`src/rtl/ddr3_rd_pkg.sv`:
```
// Shared types and helpers for the DDR read-data assembly path.
// Optional feature macro: RD_PARITY_EN (used by the files importing this package).
package ddr3_rd_pkg;

   typedef enum logic [1:0] {IDLE, WAIT_CL, CAPTURE} rd_state_t;

   localparam int FIFO_DEPTH = 2;

   // Widest burst the parity helper accepts; callers zero-extend into it.
   localparam int PARITY_MAX_W = 4096;

   // Even parity of a burst (zero-extension does not change the result).
   function automatic logic burst_parity(input logic [PARITY_MAX_W-1:0] burst);
      return ^burst;
   endfunction

endpackage

```
`src/rtl/rd_burst_fifo.sv`:
```
// Two-entry burst FIFO with 1-bit wrapping pointers and an occupancy count.
// A push while full is accepted only when a pop happens in the same cycle.
// head reads as zero whenever the FIFO is empty.
module rd_burst_fifo
   import ddr3_rd_pkg::*;
#(
   parameter int W = 64
) (
   input  logic         clock,
   input  logic         reset,
   input  logic         push,
   input  logic         pop,
   input  logic [W-1:0] din,
   output logic         full,
   output logic         empty,
   output logic [W-1:0] head
);

   logic [W-1:0] mem_reg [FIFO_DEPTH];
   logic         wr_ptr_reg;
   logic         rd_ptr_reg;
   logic [1:0]   count_reg;
   logic         do_push;
   logic         do_pop;

   assign full    = (count_reg == 2'(FIFO_DEPTH));
   assign empty   = (count_reg == 2'd0);
   assign do_pop  = pop && !empty;
   assign do_push = push && (!full || do_pop);
   assign head    = empty ? '0 : mem_reg[rd_ptr_reg];

   genvar gi;
   generate
      for (gi = 0; gi < FIFO_DEPTH; gi++) begin : g_entry
         // Write the entry addressed by the write pointer on an accepted push.
         always_ff @(posedge clock or posedge reset) begin
            if (reset)
               mem_reg[gi] <= '0;
            else if (do_push && (wr_ptr_reg == 1'(gi)))
               mem_reg[gi] <= din;
         end
      end
   endgenerate

   // Pointer and occupancy bookkeeping; pop and push may coincide.
   always_ff @(posedge clock or posedge reset) begin
      if (reset) begin
         wr_ptr_reg <= 1'b0;
         rd_ptr_reg <= 1'b0;
         count_reg  <= 2'd0;
      end else begin
         if (do_push) wr_ptr_reg <= ~wr_ptr_reg;
         if (do_pop)  rd_ptr_reg <= ~rd_ptr_reg;
         case ({do_push, do_pop})
            2'b10:   count_reg <= count_reg + 2'd1;
            2'b01:   count_reg <= count_reg - 2'd1;
            default: count_reg <= count_reg;
         endcase
      end
   end

endmodule

```
`src/rtl/read_data_assembler.sv`:
```
// Gathers BL/2 capture words into one burst, CL cycles after a read command,
// and queues completed bursts in a 2-entry FIFO toward the controller core.
// Optional feature macro: RD_PARITY_EN adds a per-entry parity bit and the rd_parity port.
module read_data_assembler
   import ddr3_rd_pkg::*;
#(
   parameter int BW = 8,
   parameter int BL = 8,
   parameter int CL = 5
) (
   input  logic            clock,
   input  logic            reset,
   input  logic            rd_start,
   input  logic [2*BW-1:0] word_in,
   output logic [BW*BL-1:0] rd_data,
   output logic            rd_valid,
   input  logic            rd_ready,
   output logic            busy,
   output logic            cmd_err,
`ifdef RD_PARITY_EN
   output logic            rd_parity,
`endif
   output logic            overflow
);

   localparam int WORDS   = BL / 2;
   localparam int BEAT_W  = (WORDS > 1) ? $clog2(WORDS) : 1;
   localparam int WORD_W  = 2 * BW;
   localparam int BURST_W = BW * BL;
`ifdef RD_PARITY_EN
   localparam int ENTRY_W = BURST_W + 1;
`else
   localparam int ENTRY_W = BURST_W;
`endif

   rd_state_t          state_reg, state_next;
   logic [3:0]         lat_reg, lat_next;
   logic [BEAT_W-1:0]  beat_reg, beat_next;
   logic [BURST_W-1:0] asm_reg, asm_next;
   logic               cmd_err_reg;
   logic               overflow_reg;
   logic               capture_en;
   logic               last_word;
   logic               push;
   logic               pop;
   logic               fifo_full;
   logic               fifo_empty;
   logic [ENTRY_W-1:0] fifo_din;
   logic [ENTRY_W-1:0] fifo_head;

   assign last_word = (beat_reg == BEAT_W'(WORDS - 1));
   assign push      = capture_en && last_word;
   assign pop       = !fifo_empty && rd_ready;

   // Next-state logic; the edge where the latency counter is zero captures word 0.
   always_comb begin
      state_next = state_reg;
      lat_next   = lat_reg;
      beat_next  = beat_reg;
      capture_en = 1'b0;
      case (state_reg)
         IDLE: begin
            if (rd_start) begin
               state_next = WAIT_CL;
               lat_next   = 4'(CL - 1);
            end
         end
         WAIT_CL: begin
            if (lat_reg == 4'd0) begin
               capture_en = 1'b1;
               state_next = CAPTURE;
            end else begin
               lat_next = lat_reg - 4'd1;
            end
         end
         CAPTURE: capture_en = 1'b1;
         default: state_next = IDLE;
      endcase
      if (capture_en) begin
         if (last_word) begin
            state_next = IDLE;
            beat_next  = '0;
         end else begin
            beat_next = beat_reg + 1'b1;
         end
      end
   end

   genvar gi;
   generate
      for (gi = 0; gi < WORDS; gi++) begin : g_slot
         assign asm_next[gi*WORD_W +: WORD_W] =
            (capture_en && (beat_reg == BEAT_W'(gi))) ? word_in : asm_reg[gi*WORD_W +: WORD_W];
      end
   endgenerate

   // FSM, counters and assembly register.
   always_ff @(posedge clock or posedge reset) begin
      if (reset) begin
         state_reg <= IDLE;
         lat_reg   <= 4'd0;
         beat_reg  <= '0;
         asm_reg   <= '0;
      end else begin
         state_reg <= state_next;
         lat_reg   <= lat_next;
         beat_reg  <= beat_next;
         asm_reg   <= asm_next;
      end
   end

   // Status flags: one-cycle command error pulse and sticky overflow.
   always_ff @(posedge clock or posedge reset) begin
      if (reset) begin
         cmd_err_reg  <= 1'b0;
         overflow_reg <= 1'b0;
      end else begin
         cmd_err_reg  <= rd_start && (state_reg != IDLE);
         overflow_reg <= overflow_reg | (push && fifo_full && !pop);
      end
   end

`ifdef RD_PARITY_EN
   assign fifo_din  = {burst_parity(PARITY_MAX_W'(asm_next)), asm_next};
   assign rd_parity = fifo_head[BURST_W];
`else
   assign fifo_din  = asm_next;
`endif

   rd_burst_fifo #(
      .W (ENTRY_W)
   ) u_fifo (
      .clock (clock),
      .reset (reset),
      .push  (push),
      .pop   (pop),
      .din   (fifo_din),
      .full  (fifo_full),
      .empty (fifo_empty),
      .head  (fifo_head)
   );

   assign rd_data  = fifo_head[BURST_W-1:0];
   assign rd_valid = !fifo_empty;
   assign busy     = (state_reg != IDLE);
   assign cmd_err  = cmd_err_reg;
   assign overflow = overflow_reg;

endmodule
```
`config.mk`:
```
export PLATFORM = sky130hd
export DESIGN_NAME = read_data_assembler
export DESIGN_NICKNAME = d
export VERILOG_FILES = /design/src/rtl/ddr3_rd_pkg.sv /design/src/rtl/rd_burst_fifo.sv /design/src/rtl/read_data_assembler.sv
export SDC_FILE = /design/constraint.sdc
export NUM_CORES = 1
export LEC_CHECK = 0
export CAP_MARGIN = 5
export CORE_MARGIN = 1.5
export CORE_UTILIZATION = 50
export CTS_BUF_LIST = sky130_fd_sc_hd__clkbuf_8
export DETAILED_ROUTE_END_ITERATION = 12
export GPL_TIMING_DRIVEN = 0
export PLACE_DENSITY = 0.72
export SETUP_SLACK_MARGIN = 0.1
export SLEW_MARGIN = 20
export SYNTH_ARGS = -nofsm -noshare
export SYNTH_HDL_FRONTEND = slang
export SYNTH_SLANG_ARGS = --single-unit
```
`constraint.sdc`:
```
create_clock -name clock -period 7.1 [get_ports clock]
set_input_delay 1.42 -clock clock [delete_from_list [all_inputs] [get_ports clock]]
set_output_delay 1.42 -clock clock [all_outputs]
set_load 0.05 [all_outputs]
```
==> results of run 1 <==
-- power groups by stage --
stage          clock [uW]  combinational, uW  sequential [uW]
6_report              805               2480             1640
5_1_grt               854               2670             1680
4_1_cts               815               2500             1640
3_5_place_dp            0               2490             1660
3_3_place_gp            0               2460             1640
2_1_floorplan           0               1780             1620
-- cell usage in the layout (no fill, tap or decap), types with 8 or more instances in the layout --
cell,netlist,final
clkbuf_1,15,15
buf_2,17,17
dfrtp_1,190,190
o21ai_0,41,41
nor2_1,68,68
o21ai_1,60,60
inv_1,61,62
mux2_2,20,20
buf_6,8,8
mux2i_1,114,114
clkdlybuf4s50_1,0,87
mux2_4,13,13
nand2_1,100,100
ha_1,10,10
clkbuf_8,0,22
-- logic make-up after synthesis --
kind of cell,Yosys count,synth area share (%)
AOI/OAI and AO/OA,119,8.46
xor gates and xnor gates,4,0.414
adders and majority gates,10,1.48
buffers and inverters,108,6.39
DFF,190,56.2
muxes,147,18.4
and+or+nand+nor,183,8.65
-- final cells by class --
class / instances / area, um2
clock inverters: 10 / 159
well taps: 220 / 275
multi-input cells: 463 / 3170
inverters: 61 / 236
plain buffers: 47 / 312
clock buffers: 22 / 303
repair buffers: 88 / 898
flip-flops and latches: 190 / 4750
fillers: 1429 / 6480
-- per-stage QoR --
stage                     instances  hold slack [ns]  total power [uW]  setup TNS [ns]  utilization [%]
after floorplan                 761            0.449              3410               0                -
after global placement         1068            0.459              4100         -358.65             58.0
after detailed placement       1069            0.461              4150               0             58.2
after CTS                      1101            0.486              4950               0             60.9
after global routing           1101            0.505              5200               0             60.9
final                          1101            0.486              4930               0             60.9
-- worst reg2reg max path: cells and delay by family, from the launching register on --
kind	cells	cell delay [ns]
simple gates	4	0.75
fa+ha+maj	2	0.48
flops	1	0.43
buf+inv	3	0.40
compound gates	1	0.17
xor+xnor	1	0.14
-- worst max path at each step --
stage | startpoint | end | slack (ns) | cells past startpoint
final | u_fifo.count_reg[0] | rd_data[19] | 2.62 | 5
after global routing | u_fifo.count_reg[0] | rd_data[5] | 2.52 | 5
after CTS | u_fifo.count_reg[0] | rd_data[5] | 2.60 | 5
after detailed placement | u_fifo.count_reg[0] | rd_data[5] | 3.14 | 5
after global placement | reset | asm_reg[3] | -1.90 | 2
after floorplan | reset | asm_reg[0] | 0.51 | 1
-- routing by layer --
layer / global-route usage [%] / vias up
li1: - / 2725
met5: 0 / -
met3: 3.42 / 17
met1: 33.2 / 2866
met4: 7.49 / 0
met2: 36.1 / 124
==> flow_summary.yaml, run 1 <==
flow_run:
  max_cap_violations: 0
yosys:
  syn_inst: 761
  synth_area_um2: 8460
  synth.distinct_cells: 41
  synth.area.top_cells: "dfrtp_1, mux2i_1, nand2_1, o21ai_1, nor2_1"
  yosysWarnings: 0
  yosysMostFrequentCell: "dfrtp_1"
  async_reset_ff_share_pct: 100
  ys_ff_latch: 190
  yosysSeqAreaShare_pct: 56.2
  synth.avg_cell_area_um2: 11.1
  yosys-top-cells-count: "dfrtp_1, mux2i_1, nand2_1"
  synth-main-ff-cell: "dfrtp_1"
  synth-edff-count: 0
  yosysTopAreaCellShare_pct: 56.2
  synth_fp_nets: 791
  synth_area_leader_cell: "dfrtp_1"
timing:
  min_period_over_period_pct: 63.2
  rsz0062_at_grt: "no"
  relSlewSlack_pct: 44.2
  fin_ws_ns: 2.62
  slew_violations: 0
  worst_pin_slew_ns: 0.837
  clock_skew_ns: 0.0163
  setup_viol: 0
  finalCriticalPeriod_ns: 4.48
  clock.fmax_mhz: 223
  hold_violations: 0
placement:
  place_area_um2: 9650
  pre_cts_ws_ns: 3.14
  numPortBuffers: 87
  place_congestion: 0.790
  hpwl_um: 13100
clocking:
  clockRootBuffer: "clkbuf_8"
  htreeDepth: 4
  clkTransAtPathRegs_ns: 0.09
  clkSinkCount: 190
  cts_setup_buffers: 0
  cts_hold_buf: 0
  cts_tree: "done"
  clk_latency_ns: 0.48
  cts-resized-gates: 0
  cts_buffer_depth: 2
  numCtsBuffers: 17
floorplan:
  die_w_um: 133
  num_rows: 47
  dieHeight_um: 133
  die_area_um2: 17700
  ioPinCount: 88
  start_util_pct: 51.0
  coreArea_um2: 16600
setup_path:
  path_delay_family: "buffers and inverters"
  timing.rr.end: "u_fifo.count_reg[1]"
  start_kind: "flip-flop"
  r2r_cells: 11
  cp.arrival_ns: 3.06
  crit_fanout: 10
  slowest_stage: "clkdlybuf4s50_1"
  crit_required_ns: 5.68
  critical_path_class: "reg2out"
  path_cells: "nor2_1, clkbuf_1, clkbuf_1, nor2_1, clkdlybuf4s50_1"
  rr_startpoint: "state_reg[1]"
  reg2reg_slack_ns: 4.66
  slowest_delay_ns: 0.74
  critPathCaptureType: "output pin"
  crit_buf_inv: 3
pwr:
  p_switching_uw: 2170
  sw_frac_of_total_pct: 44.1
  p_int_uw: 2750
  peakVddDrop_mv: 0.252
  p_leak_uw: 0.00521
  clockPowerShare_pct: 16.3
  cellPowerDensity_nw_per_um2: 488
  p_seq_share_pct: 33.3
  combPwrFrac_pct: 50.4
cells_and_area:
  synthToLayoutAreaGrowth_pct: 19.4
  nNetsFinal: 898
  diodes: 0
  largest_register_ffs: 128
  layout-drive-gt1-share_pct: 11.6
  fin_area_um2: 10100
routing:
  viasPerCell: 5.21
  avgRoutedWirePerCell_um: 17.5
  drc: 0
  wl_met2_um: 9130
  via_count: 5732
  wl_met1_um: 9280
  met3_length_um: 655
  ant_nets: 0
  maxUsedRoutingLayer: "met4"
  drtIter0Drc: 399
  firstDrtPassIters: 4
  wl_um: 19300
global_routing:
  gr-total-overflow: 0
  grt_max_degree: 98
  track_usage_pct: 23.0
  antenna_found_initial: 0
  grt_pass1_wl_um: 31100
  grt_pass1_vias: 5633
min_path:
  hold_path.class: "reg2reg"
  whs_path_depth: 1
  min-delay-start: "overflow"
  hold_end: "overflow"
status:
  status: "completed"
(Power assumes the default switching activity.)
==> inputs of run 2 (changes only) <==
PLACE_DENSITY = 0.74   (was 0.72)
clock period = 3.8 ns   (was 7.1 ns; I/O delays follow)
==> flow_summary.yaml, run 2 (same netlist as run 1, synthesis figures left out) <==
status:
  status: "completed"
floorplan:
  num_rows: 47
  dieHeight_um: 133
  start_util_pct: 51.0
  die_area_um2: 17700
  ioPinCount: 88
  die_w_um: 133
  coreArea_um2: 16600
routing:
  avgRoutedWirePerCell_um: 17.6
  ant_nets: 0
  drc: 0
  viasPerCell: 5.21
  firstDrtPassIters: 4
  drtIter0Drc: 321
  wl_um: 19500
  via_count: 5752
clocking:
  cts_hold_buf: 0
  cts_buffer_depth: 2
  cts_tree: "done"
  clk_latency_ns: 0.47
  clkTransAtPathRegs_ns: 0.09
  htreeDepth: 4
  clkSinkCount: 190
  cts_setup_buffers: 0
  clockRootBuffer: "clkbuf_8"
  numCtsBuffers: 17
flow_run:
  max_cap_violations: 0
setup_path:
  cp-startpoint: "u_fifo.rd_ptr_reg"
  timing.rr.end: "u_fifo.mem_reg[58]"
  critPathCaptureType: "output pin"
  rr_startpoint: "state_reg[1]"
  cp.arrival_ns: 2.74
  critPathCapture: "rd_data[60]"
  critical_path_class: "reg2out"
  reg2reg_slack_ns: 1.40
  start_kind: "flip-flop"
  r2r_cells: 9
  crit_fanout: 10
  crit_required_ns: 3.04
timing:
  hold_violations: 0
  clock_skew_ns: 0.0159
  setup_viol: 0
  worst_pin_slew_ns: 0.840
  finalCriticalPeriod_ns: 3.50
  rsz0062_at_grt: "no"
  slew_violations: 0
  fin_ws_ns: 0.296
  min_period_over_period_pct: 92.2
  whs_ns: 0.488
  relSlewSlack_pct: 44.0
  finalSetupTns_ns: 0
  clock.fmax_mhz: 285
cells_and_area:
  largest_register_ffs: 128
  diodes: 0
  layout-drive-gt1-share_pct: 12.2
  seq_area_um2: 4750
  multiInputGateArea_um2: 3170
  fill_cells: 1432
  layout_common_cells: "dfrtp_1, mux2i_1, nand2_1, clkdlybuf4s50_1, nor2_1"
  final_common_cell: "dfrtp_1"
  final_cells: 1105
  synthToLayoutAreaGrowth_pct: 19.8
  nNetsFinal: 903
global_routing:
  track_usage_pct: 23.5
  grt_pass1_vias: 5842
  use_met1_pct: 33.5
  top_usage_layer: "met2"
  grtUsageMet3_pct: 3.42
  grtUsageMet2_pct: 37.5
  antenna_found_initial: 0
  grt_pass1_wl_um: 31700
  grt_max_degree: 35
  gr-total-overflow: 0
pwr:
  sw_frac_of_total_pct: 45.0
  p_leak_uw: 0.00523
  p_seq_share_pct: 33.8
  clockPowerShare_pct: 14.7
  cellPowerDensity_nw_per_um2: 893
  peakVddDrop_mv: 0.594
  p_int_uw: 4980
  report.power.total_uw: 9060
  p_switching_uw: 4080
  combPwrFrac_pct: 51.5
placement:
  place_inst: 1074
  place_congestion: 0.761
  hpwl_um: 13300
  pre_cts_ws_ns: 0.481
  numPortBuffers: 87
min_path:
  hold_path.class: "reg2reg"
==> run 2: changes by cell type in the layout (fill, tap and decap cells not counted) <==
cell,change
buf_12,+5
clkbuf_8,-3
bufinv_16,-2
clkbuf_1,-2
clkbuf_2,+2
clkinv_4,+2
inv_6,+2
clkinv_2,+1
clkinvlp_4,-1
==> run 2: layout make-up <==
type | instances | share of cell area, %
inverter | 61 | 2.29
clock inverter | 12 | 1.33
buffer | 47 | 3.10
multi-input combinational | 463 | 31.3
timing repair buffer | 93 | 9.85
clock buffer | 19 | 2.58
tap | 220 | 2.71
sequential | 190 | 46.9
==> run 2: how the worst min path moves through the flow <==
stage / endpoint / slack, ns / cells after the start / start
after floorplan: u_fifo.mem_reg[106] / 0.45 / 2 / u_fifo.mem_reg[106]
after global placement: u_fifo.mem_reg[43] / 0.46 / 2 / u_fifo.mem_reg[43]
after detailed placement: u_fifo.mem_reg[111] / 0.47 / 2 / u_fifo.mem_reg[111]
after CTS: u_fifo.mem_reg[111] / 0.49 / 2 / u_fifo.mem_reg[111]
after global routing: u_fifo.mem_reg[104] / 0.51 / 2 / u_fifo.mem_reg[104]
final: u_fifo.mem_reg[76] / 0.49 / 2 / u_fifo.mem_reg[76]
==> run 2: critical path: stages (launching register included) <==
cell	delay, ns
dfrtp_1	0.36
clkbuf_2	0.35
buf_2	0.42
mux2i_1	0.14
nor2_1	0.16
clkdlybuf4s50_1	0.83
==> run 2: repair_timing <==
item,4_1_cts,5_1_grt
endpoints found under the hold margin,0,0
gates resized for setup,2,0
endpoints found under the setup margin,54,0
==> run 2: power groups by stage <==
stage	Clock, uW	Sequential, uW	Combinational [uW]
floorplan	0	3040	3330
global placement	0	3070	4590
detailed placement	0	3100	4670
CTS	1360	3060	4690
global route	1440	3150	5000
finish	1330	3060	4660
==> run 2: metrics by stage <==
step	util (%)	area [um2]
3_5_place_dp	58.7	9740
3_3_place_gp	58.0	9610
6_report	61.2	10100
2_1_floorplan	-	8470
5_1_grt	61.2	10100
4_1_cts	61.2	10100
==> run 2: metal layers <==
layer,part of all wire [%],routed length [um],vias up
li1,-,-,2741
met1,47,9120,2849
met2,48,9270,135
met3,3.9,760,27
met4,1.7,334,0
met5,0,0,-
==> inputs of run 3 (changes only) <==
TNS_END_PERCENT = 5   (was default)
==> results of run 3 <==
No change in the layout: final DEF, timing and power equal those of run 2.
==> patch: new RTL, flow settings as in run 1 <==
Change the parameter `BL` from 8 to 4.
--- a/src/rtl/read_data_assembler.sv
+++ b/src/rtl/read_data_assembler.sv
@@ -7,3 +7,3 @@
    parameter int BW = 8,
-   parameter int BL = 8,
+   parameter int BL = 4,
    parameter int CL = 5
Interface: changed (resized rd_data); port bits go from 88 to 56. No check against the original RTL was run, so the function may have changed too.
==> patch against run 1 <==
Maximum frequency rose by 12%. Power fell by 44%. Sequential share of layout area shrank 4.4 points. Sequential cell count decreased by 97. Sequential power shrank 44%. Clock power shrank 56%. Wire length is 56% lower. Clock skew fell by 1.8 ps. Setup slack gained 480 ps. Area after synthesis fell by 46%. Final area is 46% lower.
==> patch: results (changes against run 1) <==
INFO  metric result_of_the_run = finished clean (unchanged)
INFO  metric critPathCapture = rd_data[27] (was rd_data[19])
INFO  metric filler_cell_count_in_the_final_layout = 680 (was 1429)
INFO  metric timing.final.crit_share = 0.564 (was 0.632)
INFO  metric number_of_levels_the_h_tree_was_split_into = 3 (was 4)
INFO  metric synth_cell_count_leaders = dfrtp_1 (93), mux2_4 (51), nor2_1 (39), mux2i_1 (32), mux2_2 (29) (was dfrtp_1 (190), mux2i_1 (114), nand2_1 (100), nor2_1 (68), inv_1 (61))
INFO  metric routed_wl_per_cell = 16.8 µm (was 17.5 µm)
INFO  metric design.final.nets = 417 (was 898)
INFO  metric cts_buffers = 9 (was 17)
INFO  metric arrival = 2590 ps (was 3060 ps)
INFO  metric largest_register_ffs = 64 (was 128)
INFO  metric final_cell_count_without_fillers = 504 (was 1101)
INFO  metric least_margin_pin_slew = 532 ps (was 837 ps)
INFO  metric ratio_of_cells_with_drive_above_1_in_the_final_layout = 0.306 (was 0.116)
INFO  metric drtIter0Drc = 58 (was 399)
INFO  metric r2r-start = lat_reg[0]$_DFFE_PP0P_ (was state_reg[1]$_DFF_PP0_)
INFO  metric global_routing_usage_summed_across_all_routing_layers = 0.188 (was 0.230)
INFO  metric share_of_the_yosys_chip_area_belonging_to_registers = 0.512 (was 0.562)
INFO  metric critical_path.max_fanout = 10 (unchanged)
INFO  metric worst_r2r_path_depth = 7 (was 11)
INFO  metric pre_cts_slack = 3440 ps (was 3140 ps)
INFO  metric worst_clock_skew = 14.5 ps (was 16.3 ps)
INFO  metric number_of_global_route_vias_before_repair = 2763 (was 5633)
INFO  metric grt_first_pass_wirelength = 14300 µm (was 31100 µm)
INFO  metric ir_drop = 0.260 mV (was 0.252 mV)
INFO  metric number_of_placed_instances_with_taps_included = 488 (was 1069)
INFO  metric post_synth_cell_types = 38 (was 41)
INFO  metric ys_top_cells_by_area = dfrtp_1 (51%), mux2_4 (17%), mux2_2 (7.2%), mux2i_1 (7.1%), nor2_1 (3.2%) (was dfrtp_1 (56%), mux2i_1 (13%), nand2_1 (4.4%), o21ai_1 (3.5%), nor2_1 (3.0%))
INFO  metric postSynthNetCount = 350 (was 791)
INFO  metric fin_worst_hold_slack = 490 ps (was 486 ps)
INFO  metric io_buffers = 55 (was 87)
INFO  metric vias = 2654 (was 5732)
INFO  metric reg2reg_slack = 4950 ps (was 4660 ps)
INFO  metric synthesis.instances = 324 (was 761)
INFO  metric cts-root-to-sink-buffers = 2 (unchanged)
INFO  metric grt_start_max_net_pins = 65 (was 98)
patch: cell families after synthesis:
logic type               count (synthesis)  synth area share
AND/OR/NAND/NOR                         54            0.0562
flip-flops                              93             0.512
XOR/XNOR                                 6            0.0116
buffers and inverters                   31            0.0438
AO/OA/AOI/OAI                           22            0.0485
adder cells (fa/ha/maj)                  6            0.0165
multiplexers                           112             0.311
patch: routing by layer:
metal	vias to the layer above	share of wire	GRT usage
li1	1266	-	-
met1	1331	0.48	0.266
met2	46	0.48	0.290
met3	11	0.027	0.0286
met4	0	0.016	0.0802
met5	-	0	0
patch: report_power, final:
part	switching [mW]	internal [mW]	total (mW)
clock	0.192	0.164	0.355
combinational	0.832	0.673	1.50
sequential	0.148	0.764	0.912
total	1.17	1.60	2.77
patch: per-stage QoR:
stage               area, µm²  total power, mW
global route             5460             2.94
floorplan                4540             2.03
global placement         5230             2.40
CTS                      5460             2.80
detailed placement       5260             2.44
finish                   5460             2.77
patch: final cells by class:
class                           count  area, µm²  area share
Sequential cell                    93       2330       0.426
Clock inverter                      7       76.3      0.0140
Buffer                             20        158      0.0289
Timing Repair Buffer               56        578       0.106
Multi-Input combinational cell    200       2020       0.369
Tap cell                          108        135      0.0247
Clock buffer                        9        124      0.0227
Inverter                           11       46.3     0.00848
patch: worst register-to-register path: stages, from the launching register on:
cell and delay [ps]:
dfrtp_1 450, inv_1 70, ha_1 270, and4bb_1 230
buf_6 150, o2111ai_4 300, buf_6 230, mux2_2 350
